<file path="src/rtl/accum_bank_seq_pkg.sv">
// accum_bank_seq_pkg: shared types, default widths and saturating add for the accum bank sequencer
// Contents: state_t (IDLE, CLEAR, RUN, DRAIN, DONE), DEF_* width defaults, sat_add().
package accum_bank_seq_pkg;

    localparam int DEF_NUM_ACC  = 8;
    localparam int DEF_WIN_W    = 10;
    localparam int DEF_CNT_W    = 16;
    localparam int DEF_TRIG_LAT = 1;

    typedef enum logic [2:0] {IDLE, CLEAR, RUN, DRAIN, DONE} state_t;

    // a + b clamped at max; the 33-bit sum catches wrap for full 32-bit operands
    function automatic logic [31:0] sat_add(input logic [31:0] a, input logic [31:0] b,
                                            input logic [31:0] max);
        logic [32:0] s;
        s = {1'b0, a} + {1'b0, b};
        return (s > {1'b0, max}) ? max : s[31:0];
    endfunction

endpackage

</file>
<file path="src/rtl/accum_bank_seq_if.sv">
// accum_bank_seq_if: job, beat stream, bank and result signals of the accum bank sequencer
// Modports: slave = sequencer side, master = upstream/bank/downstream side.
// abort_in exists only when ACCUM_BANK_SEQ_ABORT_EN is defined.
interface accum_bank_seq_if
    import accum_bank_seq_pkg::*;
#(
    parameter int NUM_ACC = DEF_NUM_ACC,
    parameter int WIN_W   = DEF_WIN_W,
    parameter int CNT_W   = DEF_CNT_W
) ();
    logic               start_in;
    logic [WIN_W-1:0]   window_len_in;
    logic               busy_out;
    logic               in_valid;
    logic               in_ready;
    logic [NUM_ACC-1:0] in_data;
    logic               acc_rst_out;
    logic               acc_prop_out;
    logic [NUM_ACC-1:0] acc_inc_out;
    logic [NUM_ACC-1:0] acc_trigger_in;
    logic               out_valid;
    logic               out_ready;
    logic [NUM_ACC-1:0] out_spikes;
    logic [CNT_W-1:0]   out_count;
`ifdef ACCUM_BANK_SEQ_ABORT_EN
    logic               abort_in;
    modport slave (
        input  start_in, window_len_in, in_valid, in_data, acc_trigger_in, out_ready, abort_in,
        output busy_out, in_ready, acc_rst_out, acc_prop_out, acc_inc_out, out_valid,
               out_spikes, out_count
    );
    modport master (
        output start_in, window_len_in, in_valid, in_data, acc_trigger_in, out_ready, abort_in,
        input  busy_out, in_ready, acc_rst_out, acc_prop_out, acc_inc_out, out_valid,
               out_spikes, out_count
    );
`else
    modport slave (
        input  start_in, window_len_in, in_valid, in_data, acc_trigger_in, out_ready,
        output busy_out, in_ready, acc_rst_out, acc_prop_out, acc_inc_out, out_valid,
               out_spikes, out_count
    );
    modport master (
        output start_in, window_len_in, in_valid, in_data, acc_trigger_in, out_ready,
        input  busy_out, in_ready, acc_rst_out, acc_prop_out, acc_inc_out, out_valid,
               out_spikes, out_count
    );
`endif
endinterface

</file>
<file path="src/rtl/accum_bank_seq_popcount.sv">
// accum_bank_seq_popcount: number of set bits in an N-bit vector
// Ports: v (N) in, cnt ($clog2(N+1)) out.
module accum_bank_seq_popcount #(
    parameter int N = 8,
    parameter int W = $clog2(N + 1)
) (
    input  logic [N-1:0] v,
    output logic [W-1:0] cnt
);
    always_comb begin
        cnt = '0;
        for (int i = 0; i < N; i++) cnt = cnt + W'(v[i]);
    end
endmodule

</file>
<file path="src/rtl/accum_bank_seq.sv">
// accum_bank_seq: runs one windowed job over a bank of accum instances and reports spikes/fire count
// Ports: clk_in, rst_in (sync, active-high); b = accum_bank_seq_if.slave carrying the job
// request (start_in, window_len_in, busy_out), beat stream (in_valid/in_ready/in_data), bank
// control (acc_rst_out, acc_prop_out, acc_inc_out, acc_trigger_in) and result
// (out_valid/out_ready/out_spikes/out_count).
// Option: ACCUM_BANK_SEQ_ABORT_EN adds abort_in (clear bank, back to IDLE, no result).
module accum_bank_seq
    import accum_bank_seq_pkg::*;
#(
    parameter int NUM_ACC  = DEF_NUM_ACC,
    parameter int WIN_W    = DEF_WIN_W,
    parameter int CNT_W    = DEF_CNT_W,
    parameter int TRIG_LAT = DEF_TRIG_LAT
) (
    input logic               clk_in,
    input logic               rst_in,
    accum_bank_seq_if.slave   b
);
    localparam int PW = $clog2(NUM_ACC + 1);
    localparam int DW = TRIG_LAT > 1 ? $clog2(TRIG_LAT) : 1;
    localparam logic [CNT_W-1:0] CMAX = '1;

    state_t             state;
    logic [WIN_W-1:0]   win;
    logic [WIN_W-1:0]   beats;
    logic [DW-1:0]      dcnt;
    logic               aborting;
    logic [NUM_ACC-1:0] spikes;
    logic [CNT_W-1:0]   count;
    logic [PW-1:0]      pop;
    logic               abort;
    logic               accept;
    logic               collect;

`ifdef ACCUM_BANK_SEQ_ABORT_EN
    assign abort = b.abort_in && state != IDLE;
`else
    assign abort = 1'b0;
`endif

    // abort suppresses a same-cycle beat so the bank never sees a half-cancelled job
    assign accept  = state == RUN && b.in_valid && !abort;
    assign collect = state == RUN || state == DRAIN;

    assign b.busy_out     = state != IDLE;
    assign b.in_ready     = state == RUN;
    assign b.acc_rst_out  = rst_in || state == CLEAR;
    assign b.acc_prop_out = accept;
    assign b.acc_inc_out  = accept ? b.in_data : '0;
    assign b.out_valid    = state == DONE;
    assign b.out_spikes   = spikes;
    assign b.out_count    = count;

    accum_bank_seq_popcount #(.N(NUM_ACC)) u_pop (.v(b.acc_trigger_in), .cnt(pop));

    always_ff @(posedge clk_in) begin
        if (rst_in) begin
            state    <= IDLE;
            win      <= '0;
            beats    <= '0;
            dcnt     <= '0;
            aborting <= 1'b0;
            spikes   <= '0;
            count    <= '0;
        end else if (abort) begin
            state    <= CLEAR;
            aborting <= 1'b1;
        end else begin
            if (collect) begin
                spikes <= spikes | b.acc_trigger_in;
                count  <= CNT_W'(sat_add(32'(count), 32'(pop), 32'(CMAX)));
            end
            case (state)
                IDLE: if (b.start_in) begin
                    win    <= b.window_len_in;
                    beats  <= '0;
                    spikes <= '0;
                    count  <= '0;
                    state  <= b.window_len_in == '0 ? DONE : CLEAR;
                end
                CLEAR: begin
                    spikes   <= '0;
                    count    <= '0;
                    beats    <= '0;
                    dcnt     <= '0;
                    aborting <= 1'b0;
                    state    <= aborting ? IDLE : RUN;
                end
                RUN: if (accept) begin
                    beats <= beats + 1'b1;
                    if (beats == win - 1'b1) state <= DRAIN;
                end
                DRAIN: begin
                    dcnt <= dcnt + 1'b1;
                    if (dcnt == DW'(TRIG_LAT - 1)) state <= DONE;
                end
                DONE: if (b.out_ready) state <= IDLE;
                default: state <= IDLE;
            endcase
        end
    end
endmodule

</file>
<file path="src/flat_wrapper.sv">
// flat-port wrapper written by rule: the top's interface ports become plain ports
module accum_bank_seq_flat import accum_bank_seq_pkg::*;
#(
    parameter int NUM_ACC  = DEF_NUM_ACC,
    parameter int WIN_W    = DEF_WIN_W,
    parameter int CNT_W    = DEF_CNT_W,
    parameter int TRIG_LAT = DEF_TRIG_LAT
)
  (clk_in, rst_in, b_start_in, b_window_len_in, b_in_valid, b_in_data, b_acc_trigger_in, b_out_ready, b_busy_out, b_in_ready, b_acc_rst_out, b_acc_prop_out, b_acc_inc_out, b_out_valid, b_out_spikes, b_out_count);
  accum_bank_seq_if #(.NUM_ACC(NUM_ACC), .WIN_W(WIN_W), .CNT_W(CNT_W)) b_i ();
  input logic clk_in;
  input logic rst_in;
  input wire logic [$bits(b_i.start_in)-1:0] b_start_in;
  input wire logic [$bits(b_i.window_len_in)-1:0] b_window_len_in;
  input wire logic [$bits(b_i.in_valid)-1:0] b_in_valid;
  input wire logic [$bits(b_i.in_data)-1:0] b_in_data;
  input wire logic [$bits(b_i.acc_trigger_in)-1:0] b_acc_trigger_in;
  input wire logic [$bits(b_i.out_ready)-1:0] b_out_ready;
  output wire logic [$bits(b_i.busy_out)-1:0] b_busy_out;
  output wire logic [$bits(b_i.in_ready)-1:0] b_in_ready;
  output wire logic [$bits(b_i.acc_rst_out)-1:0] b_acc_rst_out;
  output wire logic [$bits(b_i.acc_prop_out)-1:0] b_acc_prop_out;
  output wire logic [$bits(b_i.acc_inc_out)-1:0] b_acc_inc_out;
  output wire logic [$bits(b_i.out_valid)-1:0] b_out_valid;
  output wire logic [$bits(b_i.out_spikes)-1:0] b_out_spikes;
  output wire logic [$bits(b_i.out_count)-1:0] b_out_count;
  assign b_i.start_in = b_start_in;
  assign b_i.window_len_in = b_window_len_in;
  assign b_i.in_valid = b_in_valid;
  assign b_i.in_data = b_in_data;
  assign b_i.acc_trigger_in = b_acc_trigger_in;
  assign b_i.out_ready = b_out_ready;
  assign b_busy_out = b_i.busy_out;
  assign b_in_ready = b_i.in_ready;
  assign b_acc_rst_out = b_i.acc_rst_out;
  assign b_acc_prop_out = b_i.acc_prop_out;
  assign b_acc_inc_out = b_i.acc_inc_out;
  assign b_out_valid = b_i.out_valid;
  assign b_out_spikes = b_i.out_spikes;
  assign b_out_count = b_i.out_count;
  accum_bank_seq #(.NUM_ACC(NUM_ACC), .WIN_W(WIN_W), .CNT_W(CNT_W), .TRIG_LAT(TRIG_LAT)) u_core (.clk_in(clk_in), .rst_in(rst_in), .b(b_i));
endmodule
</file>
<file path="config.mk">
export PLATFORM = sky130hd
export DESIGN_NAME = accum_bank_seq_flat
export DESIGN_NICKNAME = d
export VERILOG_FILES = /design/src/rtl/accum_bank_seq_pkg.sv /design/src/rtl/accum_bank_seq_if.sv /design/src/rtl/accum_bank_seq_popcount.sv /design/src/rtl/accum_bank_seq.sv /design/src/flat_wrapper.sv
export SDC_FILE = /design/constraint.sdc
export NUM_CORES = 1
export LEC_CHECK = 0
export ABC_AREA = 0
export BUFFER_PORTS_ARGS = -buffer_cell sky130_fd_sc_hd__clkbuf_2
export CAP_MARGIN = 20
export CORE_ASPECT_RATIO = 0.7
export CORE_MARGIN = 1.5
export CORE_UTILIZATION = 54
export CTS_BUF_LIST = sky130_fd_sc_hd__clkbuf_2
export DETAILED_ROUTE_END_ITERATION = 6
export PLACE_DENSITY = 0.81
export SYNTH_ARGS = -nofsm -noshare
export SYNTH_HDL_FRONTEND = slang
export SYNTH_SLANG_ARGS = --single-unit
</file>
<file path="constraint.sdc">
create_clock -name clk_in -period 4.9 [get_ports clk_in]
set_clock_uncertainty 0.05 [all_clocks]
set_input_delay 0.735 -clock clk_in [delete_from_list [all_inputs] [get_ports clk_in]]
set_output_delay 0.735 -clock clk_in [all_outputs]
set_load 0.01 [all_outputs]
</file>
After elaboration in Yosys (flattened, before gate mapping)

Index checks and enable logic that the tools add are counted.
Widths: inputs -> output; s select.

Input port bits: 31
Output and inout port bits: 37
Word-level logic and storage cells: 59
Flip-flop bits (word level): 48

Reduce and logical (&&, ||, !) cells: 11
$add $sub $neg: 11
Muxes and demuxes: 19
$lt $le $gt $ge: 1
Bitwise operators: 1
Equal/unequal tests: 10

Operators by type and width:

| operator              | number |
|---|---|
| $mux 16               | 3 |
| $pmux 16 s2           | 1 |
| $pmux 10 s3           | 1 |
| $mux 8                | 3 |
| $mux 10               | 2 |
| $mux 3                | 6 |
| $add 16x4->17         | 1 |
| $gt 17x16->1 const B  | 1 |
| $add 4x1->4           | 4 |
| $pmux 8 s2            | 1 |
| $pmux 3 s5            | 1 |
| $add 10x1->10 const B | 1 |
| $eq 10x10->1          | 1 |
| $logic_not 10->1      | 1 |
| $sub 10x1->10 const B | 1 |
| $or 8x8->8            | 1 |
| $eq 3x2->1 const B    | 2 |
| $ne 2x2->1 const B    | 3 |
| $reduce_bool 3->1     | 2 |
| $reduce_and 5->1      | 1 |
| $add 3x1->4           | 1 |
| $ne 2x1->1 const B    | 2 |
| $add 2x1->3           | 1 |
| $eq 3x1->1 const B    | 1 |
| other kinds (10)      | 11 |

Depth between registers and ports, before layout

Depth after elaboration: 13
Gate-level depth with buffers: 14
Depth with buffers taken out: 13

Cells and area by module

From an unflattened synthesis, not the netlist that was laid out.

Cells, all modules: 334
Area total of the unflattened synthesis: 2737.6 um^2

Modules (own cells, without submodules):

| module                  | area each (um^2) | sequential area each (um^2) | cells each | instances |
|---|---|---|---|---|
| accum_bank_seq          | 2570.0           | 960.9                       | 316        | 1 |
| accum_bank_seq_popcount | 167.7            | 0.0                         | 18         | 1 |

Worst setup path before layout

No wires, ideal clock.

Path kind: input port to flip-flop
From: in b_acc_trigger_in[0]
To: reg u_core.count[10], in the netlist u_core.b.out_count[10]
Required time: 4.779 ns
Path buffers: 1
Stages: 13
Setup slack: 0.801 ns
Library setup time: 0.071 ns
Arrival time: 3.978 ns
Cells stage by stage: fa_1 -> inv_1 -> fa_1 -> fa_1 -> fa_1 -> fa_1 -> nor2b_1 -> o21ai_1 -> a21oi_4 -> and2b_4 -> nand3_2 -> buf_6 -> a21oi_1

Word-level cells in the longest chain between the ends: 13

RTL lines:

| item                        | RTL line                      | source |
|---|---|---|
| start, declared             | flat_wrapper.sv:17            | `input wire logic [$bits(b_i.acc_trigger_in)-1:0] b_acc_trigger_in;` |
| $add 1x1->2 *               | accum_bank_seq_popcount.sv:12 | `for (int i = 0; i < N; i++) cnt = cnt + W'(v[i]);` |
| $add 2x1->3 *               | accum_bank_seq_popcount.sv:12 |  |
| $add 3x1->4 *               | accum_bank_seq_popcount.sv:12 |  |
| $add 4x1->4 * (4 in series) | accum_bank_seq_popcount.sv:12 |  |
| $add 16x4->17 *             | accum_bank_seq_pkg.sv:16      | `s = {1'b0, a} + {1'b0, b};` |
| $gt 17x16->1                | accum_bank_seq_pkg.sv:17      | `return (s > {1'b0, max}) ? max : s[31:0];` |
| $mux 16 *                   | accum_bank_seq_pkg.sv:17      |  |
| $mux 16 *                   | accum_bank_seq.sv:69          | `if (collect) begin` |
| $mux 16                     | accum_bank_seq.sv:74          | `IDLE: if (b.start_in) begin` |
| $pmux 16 s2 *               | accum_bank_seq.sv:73          | `case (state)` |
| end signal, assigned        | accum_bank_seq.sv:71          | `count <= CNT_W'(sat_add(32'(count), 32'(pop), 32'(CMAX)));` |
| end, declared               | accum_bank_seq.sv:29          | `logic [CNT_W-1:0] count;` |

Every way passes the cells marked *; elsewhere a longest branch is shown, timed or not.
A chain may end at the register's enable or synchronous reset.

Final worst setup path

From: in b_acc_trigger_in[0]
To: reg u_core.count[9], in the netlist u_core.b.out_count[9]

The elaborated chain is that of the path after synthesis.

==> reports/results.md <==
• max_cap viols: 0
• total global routing track utilization: 23.3%
• grt total ovfl: 0
• hold_buf cts: 0
• run status: finished, final reports clean
• Starting DRT DRC Count: 149
• slowest library cell on the worst path: sky130_fd_sc_hd__fa_1
• total power per unit cell area: 245 nW/um^2
• worst supply voltage drop on vdd: 160 uV
• initial antenna violation count: 0
• Post-DP HPWL: 4.45 mm
• part of the Yosys area used for sequential elements: 35.4%
• top routing layer in use: met4
• Min Clock Period, post-route: 4.06 ns
• category of the critical setup timing path: in2reg
• total inserted antenna cells: 0
• boundary pin count: 68
• core footprint: 4810 um^2
• clock latency at the later pin of the worst-skew pair: 0.43 ns
• total routed wire length on the met1 layer: 3.01 mm
• CP cell instances: clkbuf_2, fa_1, inv_1, fa_1, fa_1, fa_1, fa_1, nor2b_1, o21ai_1, a21oi_4, and2b_4, nand3_2, a21oi_1
• unrepaired setup endpoints after global routing: no
• number of cells on the critical path: 13
• number of clock buffers inserted by TritonCTS: 5
• routed wl met3: 310 um
• overall power: 0.759 mW
• cell count of the worst reg-to-reg path: 11
• clk sink count: 48
• setup TNS: 0 ns
• detailed-routed wire length on met2: 2.51 mm
• Final Slew Violations: 0
• worst min-delay path class: reg2reg
• vias in the first global route: 2264
• Synth Area per Inst: 8.29 um^2
• r2r startpoint: u_core.b.out_count[0]$_SDFF_PP0_
• leakage dissipation: 1.36 nW
• overall die area: 5470 um^2
• launch point of the critical path: b_acc_trigger_in[0]
• largest net degree at the start of global routing: 33
• combined buffer and inverter count along the critical path: 2
• fraction of layout instances using a drive strength above 1: 22.8%
• Setup Buffers After CTS: 0
• per-cell routed wire length: 12.9 um
• die boundary height: 62.4 um
• maximum root-to-sink buffer count: 2
• netlist area before placement: 2720 um^2
• instance count along the most critical hold path: 2
• dominant synthesized flop cell: sky130_fd_sc_hd__dfxtp_1
• number of vias per cell after detailed routing: 5.48
• FP Rows: 21
• routability congestion estimate from global placement: 0.827
• number of standard cells after synthesis: 328
• residual DRC count: 0
• Syn-to-layout area delta: 14.2%
• final hold viol count: 0
• Critical Path Source Type: input pin
• post-CTS clock slew at the launch and capture registers of the worst setup and hold paths: 0.26 ns
• count of input and output buffers: 67
• number of flops mapped to enable cells by yosys: 0
• CTS resizes: 0
• first-pass GRT wire length: 10.3 mm
• TritonCTS clock tree: done
• worst setup slack for register-to-register paths: 1.27 ns
• crit path max fanout: 13
• DR pass1 iterations: 4
• Die X: 87.8 um
• proportion of register bits with asynchronous set or reset after synthesis: 0%
• slew at the pin closest to its max-slew limit: 0.575 ns
• CP most frequent cell: sky130_fd_sc_hd__fa_1
• register bit count reported by yosys: 48
• overall routed net length: 5.89 mm
• critical path required time: 5.24 ns
• FMAX: 0.247 GHz
• initial cell density of the core: 56.5%
• number of nets in the layout: 429
• net count after synthesis: 372
• count of final setup violators: 0
• number of H-tree branching levels: 2
• cell type group with the largest total delay on the critical path: adder cells
• origin of the worst min-delay path: u_core.win[9]$_SDFFE_PP0P_
• synth warn: 0
• DRT antenna net count: 0
• Critical Path End Type: register
• share of the cycle needed by the critical path after routing: 82.8%
• arrival time of the worst setup path: 4.40 ns
• count of distinct cell types in the synthesized netlist: 52
• remaining max-slew budget at the tightest pin: 61.6%
• CTS root buf: sky130_fd_sc_hd__clkbuf_2
• stage delay of the slowest cell on the critical path: 0.54 ns
• vias after detailed routing: 2493
-- cell type report --
type	instances	area, um^2
Fill cell	448	1710
Multi-Input combinational cell	246	1600
Sequential cell	48	961
Timing Repair Buffer	69	350
Tap cell	69	86.3
Inverter	15	56.3
Clock buffer	5	25.0
Clock inverter	3	23.8
-- cells by family after synthesis --
kind of cell	Yosys count	share of synthesized area [%]
AOI/OAI and AO/OA	71	15.7
and+or+nand+nor	130	25.2
adders and majority gates	13	7.37
xor gates and xnor gates	30	9.67
muxes	2	0.737
buffers and inverters	34	5.89
DFF	48	35.4
-- where the power goes --
part           leakage [nW]  switching, mW  internal (mW)  total (mW)
Combinational         0.944         0.0945         0.0730       0.167
Sequential            0.389         0.0160          0.403       0.419
Clock                0.0252          0.137         0.0356       0.173
Total                  1.36          0.248          0.512       0.759
-- cell usage in the layout (no fill, tap or decap), drive strengths merged, types with 3 or more instances in the layout --
cell type | Yosys | final
a21oi | 37 | 37
a31oi | 3 | 3
and3 | 14 | 14
clkbuf | 11 | 72
dfxtp | 48 | 48
fa | 5 | 5
ha | 8 | 8
inv | 15 | 15
nand2 | 31 | 31
nand2b | 3 | 3
nand3 | 13 | 13
nand4 | 6 | 6
nor2 | 33 | 33
nor2b | 4 | 4
nor3 | 4 | 4
nor4 | 5 | 5
o211ai | 6 | 6
o21ai | 13 | 13
o21bai | 3 | 3
or3 | 3 | 3
xnor2 | 7 | 7
xor2 | 23 | 23
-- state kept, by name, summed over array words and instances (netlist names) --
| signal | flops |
|---|---|
| u_core.b.out_count | 16 |
| u_core.b.out_spikes | 8 |
| u_core.beats | 10 |
| u_core.dcnt | 1 |
| u_core.state | 3 |
| u_core.win | 10 |
-- worst paths after layout --
check,endpoint
setup / recovery,u_core.b.out_count[9]$_SDFF_PP0_
setup reg to reg,u_core.b.out_count[9]$_SDFF_PP0_
hold reg to reg,u_core.win[9]$_SDFFE_PP0P_
hold / removal,u_core.win[9]$_SDFFE_PP0P_
-- through the flow --
stage | worst slack (ns) | util [%] | cell area, um^2 | hold WS [ns] | instances
global route | 0.661 | 64.5 | 3100 | 0.416 | 455
global placement | 0.474 | 63.4 | 3050 | 0.400 | 446
floorplan | 0.801 | - | 2720 | 0.398 | 328
finish | 0.844 | 64.5 | 3100 | 0.437 | 455
CTS | 0.862 | 64.4 | 3100 | 0.432 | 454
detailed placement | 0.407 | 63.4 | 3050 | 0.405 | 446
-- metal layers --
metal	vias up	track usage, %
met3	7	4.79
met5	-	0
met2	84	35.6
met4	0	6.15
met1	1156	33.2
li1	1246	-
-- cell usage after synthesis, types with 4 or more instances --
| cell | number | area [um^2] |
|---|---|---|
| sky130_fd_sc_hd__and3_1 | 14 | 87.6 |
| sky130_fd_sc_hd__nor2b_1 | 4 | 25.0 |
| sky130_fd_sc_hd__xor2_1 | 23 | 201 |
| sky130_fd_sc_hd__ha_1 | 8 | 100 |
| sky130_fd_sc_hd__fa_1 | 5 | 100 |
| sky130_fd_sc_hd__dfxtp_1 | 48 | 961 |
| sky130_fd_sc_hd__nor4_1 | 5 | 31.3 |
| sky130_fd_sc_hd__a21oi_1 | 35 | 175 |
| sky130_fd_sc_hd__clkbuf_1 | 11 | 41.3 |
| sky130_fd_sc_hd__nand3_1 | 11 | 55.1 |
| sky130_fd_sc_hd__inv_1 | 15 | 56.3 |
| sky130_fd_sc_hd__nor2_1 | 32 | 120 |
| sky130_fd_sc_hd__nand4_1 | 6 | 37.5 |
| sky130_fd_sc_hd__o21ai_0 | 9 | 45.0 |
| sky130_fd_sc_hd__nand2_1 | 31 | 116 |
| sky130_fd_sc_hd__xnor2_1 | 7 | 61.3 |
| sky130_fd_sc_hd__o211ai_1 | 6 | 45.0 |
-- worst min-delay path, stage by stage, from the launching register on --
cell and delay (ns):
sky130_fd_sc_hd__dfxtp_1 0.38, sky130_fd_sc_hd__nand2_1 0.05, sky130_fd_sc_hd__a21oi_1 0.05
Note: power is estimated with default switching activity, not from simulation.
